$ cat src/rtl/color_pkg.sv
// Shared colour codes, counter widths and controller state encoding for the
// colour byte assembler.
package color_pkg;

  localparam int unsigned COLOR_W = 2;
  localparam int unsigned BYTE_W  = 8;
  localparam int unsigned INDEX_W = 2;
  localparam int unsigned COUNT_W = 4;
  localparam int unsigned TIMER_W = 24;

  typedef enum logic [COLOR_W-1:0] {
    RED    = 2'b00,
    GREEN  = 2'b01,
    BLUE   = 2'b10,
    YELLOW = 2'b11
  } colorCode;

  typedef enum logic [2:0] {
    IDLE      = 3'd0,
    REQUEST   = 3'd1,
    WAIT_DONE = 3'd2,
    COMPARE   = 3'd3,
    STEP      = 3'd4,
    WAIT_STEP = 3'd5,
    OUTPUT    = 3'd6
  } stateType;

  // Append one colour code at the low end; position 0 ends up in the top bits.
  function automatic logic [BYTE_W-1:0] shiftIn(input logic [BYTE_W-1:0] b,
                                                 input logic [COLOR_W-1:0] c);
    return {b[BYTE_W-COLOR_W-1:0], c};
  endfunction

endpackage

$ cat src/rtl/agreement_filter.sv
// Tracks the run of identical colour samples at one card position and flags
// the sample that completes the required run length.
module agreement_filter
  import color_pkg::*;
#(
  parameter int unsigned SAMPLES_REQUIRED = 3
) (
  input  logic               clk,
  input  logic               reset,
  input  logic               clear,
  input  logic               sample,
  input  logic               first,
  input  logic [COLOR_W-1:0] color,
  output logic               acceptC
);

  localparam logic [COUNT_W-1:0] REQUIRED = COUNT_W'(SAMPLES_REQUIRED);

  logic [COLOR_W-1:0] lastColor;
  logic [COUNT_W-1:0] matchCount;
  logic [COUNT_W-1:0] matchNext;

  // A new run starts on the first sample of a position or on any disagreement.
  always_comb begin
    matchNext = matchCount + COUNT_W'(1);
    if (first || (color != lastColor)) begin
      matchNext = COUNT_W'(1);
    end
  end

  assign acceptC = sample && (matchNext >= REQUIRED);

  always_ff @(posedge clk or posedge reset) begin
    if (reset) begin
      lastColor  <= '0;
      matchCount <= '0;
    end else if (clear) begin
      lastColor  <= '0;
      matchCount <= '0;
    end else if (sample) begin
      lastColor  <= color;
      matchCount <= matchNext;
    end
  end

endmodule

$ cat src/rtl/color_byte_assembler.sv
// Drives the colour detector and card stepper across four positions, accepts
// each symbol after agreeing detections and hands the packed byte downstream.
module color_byte_assembler
  import color_pkg::*;
#(
  parameter int unsigned SYMBOLS          = 4,
  parameter int unsigned SAMPLES_REQUIRED = 3,
  parameter int unsigned MAX_ATTEMPTS     = 8,
  parameter int unsigned TIMEOUT_TICKS    = 24'hFFFFFF
) (
  input  logic               clk,
  input  logic               reset,
  input  logic               startRead,
  output logic               startDetection,
  input  logic               detectionComplete,
  input  logic [COLOR_W-1:0] color,
  output logic               stepRequest,
  input  logic               stepDone,
  output logic [BYTE_W-1:0]  byteOut,
  output logic               byteValid,
  input  logic               byteReady,
  output logic               busy,
  output logic               error,
  output logic [INDEX_W-1:0] symbolIndex
);

  localparam logic [INDEX_W-1:0] LAST_INDEX    = INDEX_W'(SYMBOLS - 1);
  localparam logic [COUNT_W-1:0] ATTEMPT_LIMIT = COUNT_W'(MAX_ATTEMPTS);
  localparam logic [TIMER_W-1:0] TIMEOUT_LAST  = TIMER_W'(TIMEOUT_TICKS - 1);

  stateType           state, stateNext;
  logic [BYTE_W-1:0]  shiftReg, shiftNext, byteOutNext;
  logic [COUNT_W-1:0] attempts, attemptsNext;
  logic [TIMER_W-1:0] timer, timerNext;
  logic [COLOR_W-1:0] capturedColor, capturedNext;
  logic [INDEX_W-1:0] indexNext;
  logic               errorNext, startDetectionNext, stepRequestNext;
  logic               byteValidNext, busyNext;
  logic               filterClear, filterSample, acceptC;

  agreement_filter #(
    .SAMPLES_REQUIRED(SAMPLES_REQUIRED)
  ) filter (
    .clk    (clk),
    .reset  (reset),
    .clear  (filterClear),
    .sample (filterSample),
    .first  (attempts == COUNT_W'(1)),
    .color  (capturedColor),
    .acceptC(acceptC)
  );

  // Next-state and next-output logic; strobes are derived from the next state
  // so every output leaves a flop.
  always_comb begin
    stateNext    = state;
    errorNext    = error;
    indexNext    = symbolIndex;
    shiftNext    = shiftReg;
    byteOutNext  = byteOut;
    attemptsNext = attempts;
    timerNext    = timer;
    capturedNext = capturedColor;
    filterClear  = 1'b0;
    filterSample = 1'b0;

    case (state)
      IDLE: begin
        if (startRead) begin
          errorNext    = 1'b0;
          indexNext    = '0;
          shiftNext    = '0;
          attemptsNext = '0;
          filterClear  = 1'b1;
          stateNext    = REQUEST;
        end
      end
      REQUEST: begin
        timerNext = '0;
        stateNext = WAIT_DONE;
      end
      WAIT_DONE: begin
        if (detectionComplete) begin
          capturedNext = color;
          attemptsNext = attempts + COUNT_W'(1);
          stateNext    = COMPARE;
        end else if (timer >= TIMEOUT_LAST) begin
          errorNext = 1'b1;
          stateNext = IDLE;
        end else begin
          timerNext = timer + TIMER_W'(1);
        end
      end
      COMPARE: begin
        filterSample = 1'b1;
        if (acceptC) begin
          shiftNext = shiftIn(shiftReg, capturedColor);
          if (symbolIndex == LAST_INDEX) begin
            byteOutNext = shiftIn(shiftReg, capturedColor);
            stateNext   = OUTPUT;
          end else begin
            stateNext = STEP;
          end
        end else if (attempts >= ATTEMPT_LIMIT) begin
          errorNext = 1'b1;
          stateNext = IDLE;
        end else begin
          stateNext = REQUEST;
        end
      end
      STEP: begin
        timerNext = '0;
        stateNext = WAIT_STEP;
      end
      WAIT_STEP: begin
        if (stepDone) begin
          indexNext    = symbolIndex + INDEX_W'(1);
          attemptsNext = '0;
          filterClear  = 1'b1;
          stateNext    = REQUEST;
        end else if (timer >= TIMEOUT_LAST) begin
          errorNext = 1'b1;
          stateNext = IDLE;
        end else begin
          timerNext = timer + TIMER_W'(1);
        end
      end
      OUTPUT: begin
        if (byteReady) begin
          stateNext = IDLE;
        end
      end
      default: stateNext = IDLE;
    endcase

    startDetectionNext = (stateNext == REQUEST);
    stepRequestNext    = (stateNext == STEP) || (stateNext == WAIT_STEP);
    byteValidNext      = (stateNext == OUTPUT);
    busyNext           = (stateNext != IDLE);
  end

  always_ff @(posedge clk or posedge reset) begin
    if (reset) begin
      state          <= IDLE;
      startDetection <= 1'b0;
      stepRequest    <= 1'b0;
      byteOut        <= '0;
      byteValid      <= 1'b0;
      busy           <= 1'b0;
      error          <= 1'b0;
      symbolIndex    <= '0;
      shiftReg       <= '0;
      attempts       <= '0;
      timer          <= '0;
      capturedColor  <= '0;
    end else begin
      state          <= stateNext;
      startDetection <= startDetectionNext;
      stepRequest    <= stepRequestNext;
      byteOut        <= byteOutNext;
      byteValid      <= byteValidNext;
      busy           <= busyNext;
      error          <= errorNext;
      symbolIndex    <= indexNext;
      shiftReg       <= shiftNext;
      attempts       <= attemptsNext;
      timer          <= timerNext;
      capturedColor  <= capturedNext;
    end
  end

endmodule

$ cat config.mk
export PLATFORM = sky130hd
export DESIGN_NAME = color_byte_assembler
export DESIGN_NICKNAME = d
export VERILOG_FILES = /design/src/rtl/color_pkg.sv /design/src/rtl/agreement_filter.sv /design/src/rtl/color_byte_assembler.sv
export SDC_FILE = /design/constraint.sdc
export NUM_CORES = 1
export LEC_CHECK = 0
export ABC_AREA = 1
export CAP_MARGIN = 20
export CORE_MARGIN = 8
export CORE_UTILIZATION = 35
export CTS_BUF_LIST = sky130_fd_sc_hd__clkbuf_2 sky130_fd_sc_hd__clkbuf_4 sky130_fd_sc_hd__clkbuf_8
export CTS_CLUSTER_DIAMETER = 150
export DETAILED_ROUTE_END_ITERATION = 8
export PLACE_DENSITY = 0.57
export SYNTH_ARGS = -nofsm -noshare
export SYNTH_HDL_FRONTEND = slang
export SYNTH_SLANG_ARGS = --single-unit
$ cat constraint.sdc
create_clock -name clk -period 2.2 [get_ports clk]
set_input_delay 0.44 -clock clk [delete_from_list [all_inputs] [get_ports clk]]
set_output_delay 0.44 -clock clk [all_outputs]
set_load 0.02 [all_outputs]
==> results.sh, run 1 <==
export IMPL_peakVddDrop_uv=487.2
export IMPL_grt_overflow=0
export IMPL_tritoncts="yes"
export IMPL_initial_core_util=0.3542
export IMPL_hold_ws_ps=422.8
export IMPL_syn_inst=446
export IMPL_maxCapViolCount=0
export IMPL_dr_pass1_iters=4
export IMPL_grtUsageTotal=0.1343
export IMPL_cts_hold_buffers_added=0
export IMPL_fp_dieW_um=114.5
export IMPL_wl_um=8096
export IMPL_tightest_slew_ps=504.7
export IMPL_coreArea_um2=9594
export IMPL_fin_skew_ps=15.44
export IMPL_vias_per_cell=4.847
export IMPL_clock_sinks=60
export IMPL_grt_pass1_wl_um=13970
export IMPL_diodes=0
export IMPL_synthArstFlopShare=1.000
export IMPL_power_density_nw_per_um2=1108
export IMPL_area_growth_pct=16.53
export IMPL_cp_slowest_stage_delay_ps=390
export IMPL_rsz0062_at_grt="false"
export IMPL_max_slew_margin=0.6625
export IMPL_clockRootBuffer="clkbuf_8"
export IMPL_n_fill_cell=982
export IMPL_nNetsFinal=493
export IMPL_antenna_found_initial=0
export IMPL_setup_worst_path_end_class="register"
export IMPL_drive_gt1_frac=0.1014
export IMPL_die_area_um2=13120
export IMPL_period_needed_ps=1977
export IMPL_ant_nets=0
export IMPL_ys_ff_latch=60
export IMPL_synth_edf_count=0
export IMPL_cts_buffers=9
export IMPL_fin_setup_tns_ps=0
export IMPL_critPathArrivalTime_ps=2260
export IMPL_vias=2986
export IMPL_cp_required_ps=2480
export IMPL_hold_path_class="in2async"
export IMPL_slew_viol_final=0
export IMPL_wire_per_inst_um=13.14
export IMPL_synthFlopType="dfrtp_1"
export IMPL_design_area_um2=3960
export IMPL_clk_insertion_delay_late_ps=350
export IMPL_slowest_stage="dfrtp_1"
export IMPL_rows=36
export IMPL_multiInputGateArea_um2=1628
export IMPL_port_buffers=22
export IMPL_dpl_hpwl_um=5972
export IMPL_leakagePower_nw=1.802
export IMPL_clock_path_buffers=2
export IMPL_layout_common_cells="nand2_1, dfrtp_1, nor2_1"
export IMPL_setup_viol=0
export IMPL_fin_ws_ps=223.1
export IMPL_pre_cts_slack_ps=202.9
export IMPL_h_tree_depth=3
export IMPL_first_global_vias=2951
export IMPL_start_kind="register"
export IMPL_grt_max_degree=36
export IMPL_synth_area_um2=3398
export IMPL_path_class="reg2reg"
export IMPL_crit_fanout=8
export IMPL_post_cts_buffers=0
export IMPL_remaining_drc_errors=0
export IMPL_status="finished, final reports clean"
export IMPL_cts_resized=0
export IMPL_fp_dieH_um=114.5
export IMPL_worstPathCellList="inv_1 -> ha_1 -> nand3_1 -> nand2_1 -> nor2_2 -> o21ai_1 -> nand2_2 -> nand2_2 -> nand2_1 -> nand3_1 -> nand2_1"
export IMPL_place_gp_congestion=0.8891
export IMPL_fin_crit_sh=0.8986
export IMPL_clkTransAtPathRegs_ps=80
export IMPL_synthDistinctLibCells=32
export IMPL_drt_iter0_drc=179
export IMPL_power_total_mw=4.389
export IMPL_syn_nets=461
export IMPL_final_common_cell="nand2_1"
export IMPL_max_freq_ghz=0.5058
export IMPL_ys_seq_area_frac=0.4418
export IMPL_avgSynthCellArea_um2=7.619
export IMPL_final_hold_violation_count=0
export IMPL_placed_area_um2=3784
export IMPL_io_pins=23
export IMPL_yosysWarnings=0
export IMPL_register_area_um2=1501
export IMPL_crit_path_frequent_cell="nand2_1"
export IMPL_rrSetupSlack_ps=220
[per-layer routing]
metal  global-route usage  wire, um
met1               0.1654      3746
met4              0.06389       196
met5                    0         0
met3              0.03481       348
met2               0.2140      3804
[sequential cells by signal, summed over array words and instances (netlist names), 2 cells and up]
register           cells
attempts               4
byteOut                8
capturedColor          2
filter.lastColor       2
filter.matchCount      4
shiftReg               6
state                  3
symbolIndex            2
timer                 24
[cell type report]
cell class,count,area share
clock buffer,9,0.03128
clock inverter,7,0.01327
multi-input combinational,325,0.4111
inverter,53,0.05118
timing repair buffer,29,0.07204
tap,133,0.04202
sequential,60,0.3791
[synthesized netlist by cell type, types with 6 or more instances]
library cell | number | area, um^2
a21oi_1 | 13 | 65.06
o21ai_0 | 17 | 85.08
o21ai_1 | 23 | 115.1
xor2_1 | 10 | 87.58
nor2_1 | 46 | 172.7
nor3_1 | 8 | 40.04
nand4_1 | 15 | 93.84
nand2_2 | 6 | 37.54
nand3_1 | 44 | 220.2
ha_1 | 7 | 87.58
nand2_1 | 115 | 431.7
inv_1 | 46 | 172.7
dfrtp_1 | 60 | 1501
[report_power, final]
group          switching (mW)  total [mW]  internal, mW  leakage, nW
sequential              0.254        1.61          1.36        0.807
combinational            1.31        1.88         0.571        0.906
clock                   0.488       0.901         0.413       0.0896
total                    2.05        4.39          2.34         1.80
[cells by family (layout without fill, tap and decap cells)]
kind of cell | count (synthesis) | in the layout | share of synthesized area
buffers and inverters | 61 | 98 | 0.07916
xor gates and xnor gates | 10 | 10 | 0.02577
and+or+nand+nor | 252 | 252 | 0.3435
AOI/OAI and AO/OA | 56 | 56 | 0.08395
DFF | 60 | 60 | 0.4418
adders and majority gates | 7 | 7 | 0.02577
[final timing paths]
path | startpoint | endpoint | cells past startpoint
max | attempts[1] | shiftReg[4] | 11
min | reset | timer[0] | 2
max reg2reg | attempts[1] | shiftReg[4] | 11
min reg2reg | byteOut[6] | byteOut[6] | 2
max in group asynchronous | reset | error | 3
min in group clk | byteOut[6] | byteOut[6] | 2
[worst max-delay path, delay by kind of cell, from the launching register on]
family                   cells  cell delay [ps]
flip-flops                   1              390
buffers and inverters        1               80
AND/OR/NAND/NOR              8             1100
adder cells (fa/ha/maj)      1              180
AO/OA/AOI/OAI                1              160
[stage by stage]
stage          instances  utilization
6_report             616       0.4128
5_1_grt              616       0.4128
4_1_cts              616       0.4128
3_5_place_dp         600       0.3944
3_3_place_gp         600       0.3944
2_1_floorplan        446            -
(Power assumes the default switching activity.)
==> run 2, diff against run 1 <==
--- a/config.mk
+++ b/config.mk
@@ -10,7 +10,8 @@
 export CORE_MARGIN = 8
 export CORE_UTILIZATION = 35
 export CTS_BUF_LIST = sky130_fd_sc_hd__clkbuf_2 sky130_fd_sc_hd__clkbuf_4 sky130_fd_sc_hd__clkbuf_8
-export CTS_CLUSTER_DIAMETER = 150
+export CTS_CLUSTER_DIAMETER = 200
+export CTS_CLUSTER_SIZE = 30
 export DETAILED_ROUTE_END_ITERATION = 8
 export PLACE_DENSITY = 0.57
 export SYNTH_ARGS = -nofsm -noshare
==> results of run 2 <==
No change in the layout: final DEF, timing and power equal those of run 1.
==> run 3, diff against run 2 <==
--- a/config.mk
+++ b/config.mk
@@ -13,6 +13,7 @@
 export CTS_CLUSTER_DIAMETER = 200
 export CTS_CLUSTER_SIZE = 30
 export DETAILED_ROUTE_END_ITERATION = 8
+export GPL_ROUTABILITY_DRIVEN = 0
 export PLACE_DENSITY = 0.57
 export SYNTH_ARGS = -nofsm -noshare
 export SYNTH_HDL_FRONTEND = slang
==> run 3 against run 2 <==
Compared with the run above: fmax rose by 1.6%; core utilization up 0.16 points; sequential power is essentially flat; wire length fell by 2.5%; critical path depth stayed put; die area stayed put; critical path type unchanged; highest routed layer unchanged.
==> results.sh, run 3 (synthesis gave the netlist of run 1 again) <==
export IMPL_power_density_nw_per_um2=1125
export IMPL_grtUsageTotal=0.1312
export IMPL_period_needed_ps=1945
export IMPL_multiInputGateArea_um2=1628
export IMPL_maxCapViolCount=0
export IMPL_clock_sinks=60
export IMPL_largest_reg_flops=24
export IMPL_port_buffers=22
export IMPL_p_clk_frac=0.224
export IMPL_p_int_mw=2.451
export IMPL_fin_skew_ps=12.01
export IMPL_wire_per_inst_um=12.83
export IMPL_fin_setup_tns_ps=0
export IMPL_dr_pass1_iters=4
export IMPL_crit_start="attempts[1]"
export IMPL_io_pins=23
export IMPL_clock_path_buffers=2
export IMPL_crit_fanout=8
export IMPL_peakVddDrop_uv=417.0
export IMPL_critPathArrivalTime_ps=2220
export IMPL_start_kind="register"
export IMPL_drt_iter0_drc=158
export IMPL_grt_max_degree=61
export IMPL_fin_ws_ps=255.1
export IMPL_dpl_hpwl_um=5681
export IMPL_timing_rr_end="shiftReg[5]"
export IMPL_wl_um=7892
export IMPL_antenna_found_initial=0
export IMPL_clkTransAtPathRegs_ps=70
export IMPL_grt_pass1_wl_um=13710
export IMPL_top_register="timer"
export IMPL_crit_path_end="shiftReg[5]"
export IMPL_pre_cts_slack_ps=183.3
export IMPL_drive_gt1_frac=0.09959
export IMPL_h_tree_depth=3
export IMPL_max_slew_margin=0.7417
export IMPL_rsz0062_at_grt="false"
export IMPL_setup_viol=0
export IMPL_area_growth_pct=16.97
export IMPL_vias_per_cell=4.863
export IMPL_reg_top3="timer: 24 flops, byteOut: 8 flops, shiftReg: 6 flops"
export IMPL_initial_core_util=0.3542
export IMPL_nNetsFinal=492
export IMPL_leakagePower_nw=1.800
export IMPL_clockRootBuffer="clkbuf_8"
export IMPL_cp_required_ps=2480
export IMPL_clk_insertion_delay_late_ps=340
export IMPL_vias=2991
export IMPL_sw_frac_of_total=0.4517
export IMPL_cts_resized=0
export IMPL_die_area_um2=13120
export IMPL_remaining_drc_errors=0
export IMPL_max_freq_ghz=0.5142
export IMPL_hold_path_class="in2async"
export IMPL_diodes=0
export IMPL_register_area_um2=1501
export IMPL_grt_overflow=0
export IMPL_final_hold_violation_count=0
export IMPL_cts_buffers=9
export IMPL_p_seq_frac=0.359
export IMPL_first_global_vias=2896
export IMPL_post_cts_buffers=0
export IMPL_tritoncts="yes"
export IMPL_tightest_slew_ps=387.1
export IMPL_coreArea_um2=9594
export IMPL_rows=36
export IMPL_setup_worst_path_end_class="register"
export IMPL_slew_viol_final=0
export IMPL_final_common_cell="nand2_1"
export IMPL_status="finished, final reports clean"
export IMPL_r2r_start="attempts[1]"
export IMPL_power_switching_mw=2.019
export IMPL_path_class="reg2reg"
export IMPL_fp_dieH_um=114.5
export IMPL_ant_nets=0
export IMPL_fin_crit_sh=0.8841
export IMPL_combPwrFrac=0.417
export IMPL_layout_common_cells="nand2_1, dfrtp_1, nor2_1"
export IMPL_n_fill_cell=996
export IMPL_fp_dieW_um=114.5
export IMPL_cts_hold_buffers_added=0
export IMPL_reg2regPathDepth=11
export IMPL_rrSetupSlack_ps=260
-- run 3: through the flow --
| step | std cells | hold WS, ps | util | total power [mW] | cell area (um^2) |
|---|---|---|---|---|---|
| finish | 615 | 473.9 | 0.4143 | 4.470 | 3975 |
| global route | 615 | 499.0 | 0.4143 | 4.855 | 3975 |
| CTS | 615 | 481.3 | 0.4143 | 4.529 | 3975 |
| detailed placement | 599 | 478.1 | 0.3936 | 3.495 | 3776 |
| global placement | 599 | 474.2 | 0.3936 | 3.473 | 3776 |
| floorplan | 446 | 468.7 | - | 3.147 | 3398 |
-- run 3: worst max-delay path, stage by stage, from the launching register on --
cell and delay [ps]:
dfrtp_1 380, inv_1 80, ha_1 180, nand3_1 110, nand2_1 70, nor2_2 200, nand3_1 160, nand2_2 150
nand2_2 130, nand2_1 220, nand3_1 110, nand2_1 80
-- run 3: power groups by stage --
stage                     Sequential (mW)  Combinational (mW)  Clock, mW
final                                1.60                1.86       1.00
after CTS                            1.60                1.88       1.05
after floorplan                      1.61                1.54          0
after detailed placement             1.62                1.87          0
after global placement               1.62                1.86          0
after global routing                 1.64                2.12       1.09
-- run 3: area by class of cell --
type	instances	share of cell area
Inverter	53	0.05099
Timing Repair Buffer	28	0.06988
Clock buffer	9	0.03116
Sequential cell	60	0.3777
Tap cell	133	0.04186
Clock inverter	7	0.01889
Multi-Input combinational cell	325	0.4095
-- run 3: per-layer routing --
metal | wire length [um] | vias to the layer above | global-route usage | part of all wire
met2 | 3717 | 69 | 0.2113 | 0.47
met1 | 3663 | 1395 | 0.1561 | 0.46
met5 | 0 | - | 0 | 0
met3 | 342 | 17 | 0.03903 | 0.043
li1 | - | 1510 | - | -
met4 | 168 | 0 | 0.06389 | 0.021
-- run 3: worst min-delay path by stage --
| stage | startpoint | to | slack, ps | cells after the start |
|---|---|---|---|---|
| 2_1_floorplan | shiftReg[0] | shiftReg[2] | 470 | 2 |
| 3_3_place_gp | byteOut[1] | byteOut[1] | 470 | 2 |
| 3_5_place_dp | byteOut[1] | byteOut[1] | 480 | 2 |
| 4_1_cts | reset | byteOut[3] | 480 | 3 |
| 5_1_grt | reset | byteOut[3] | 500 | 3 |
| 6_report | reset | byteOut[7] | 470 | 3 |
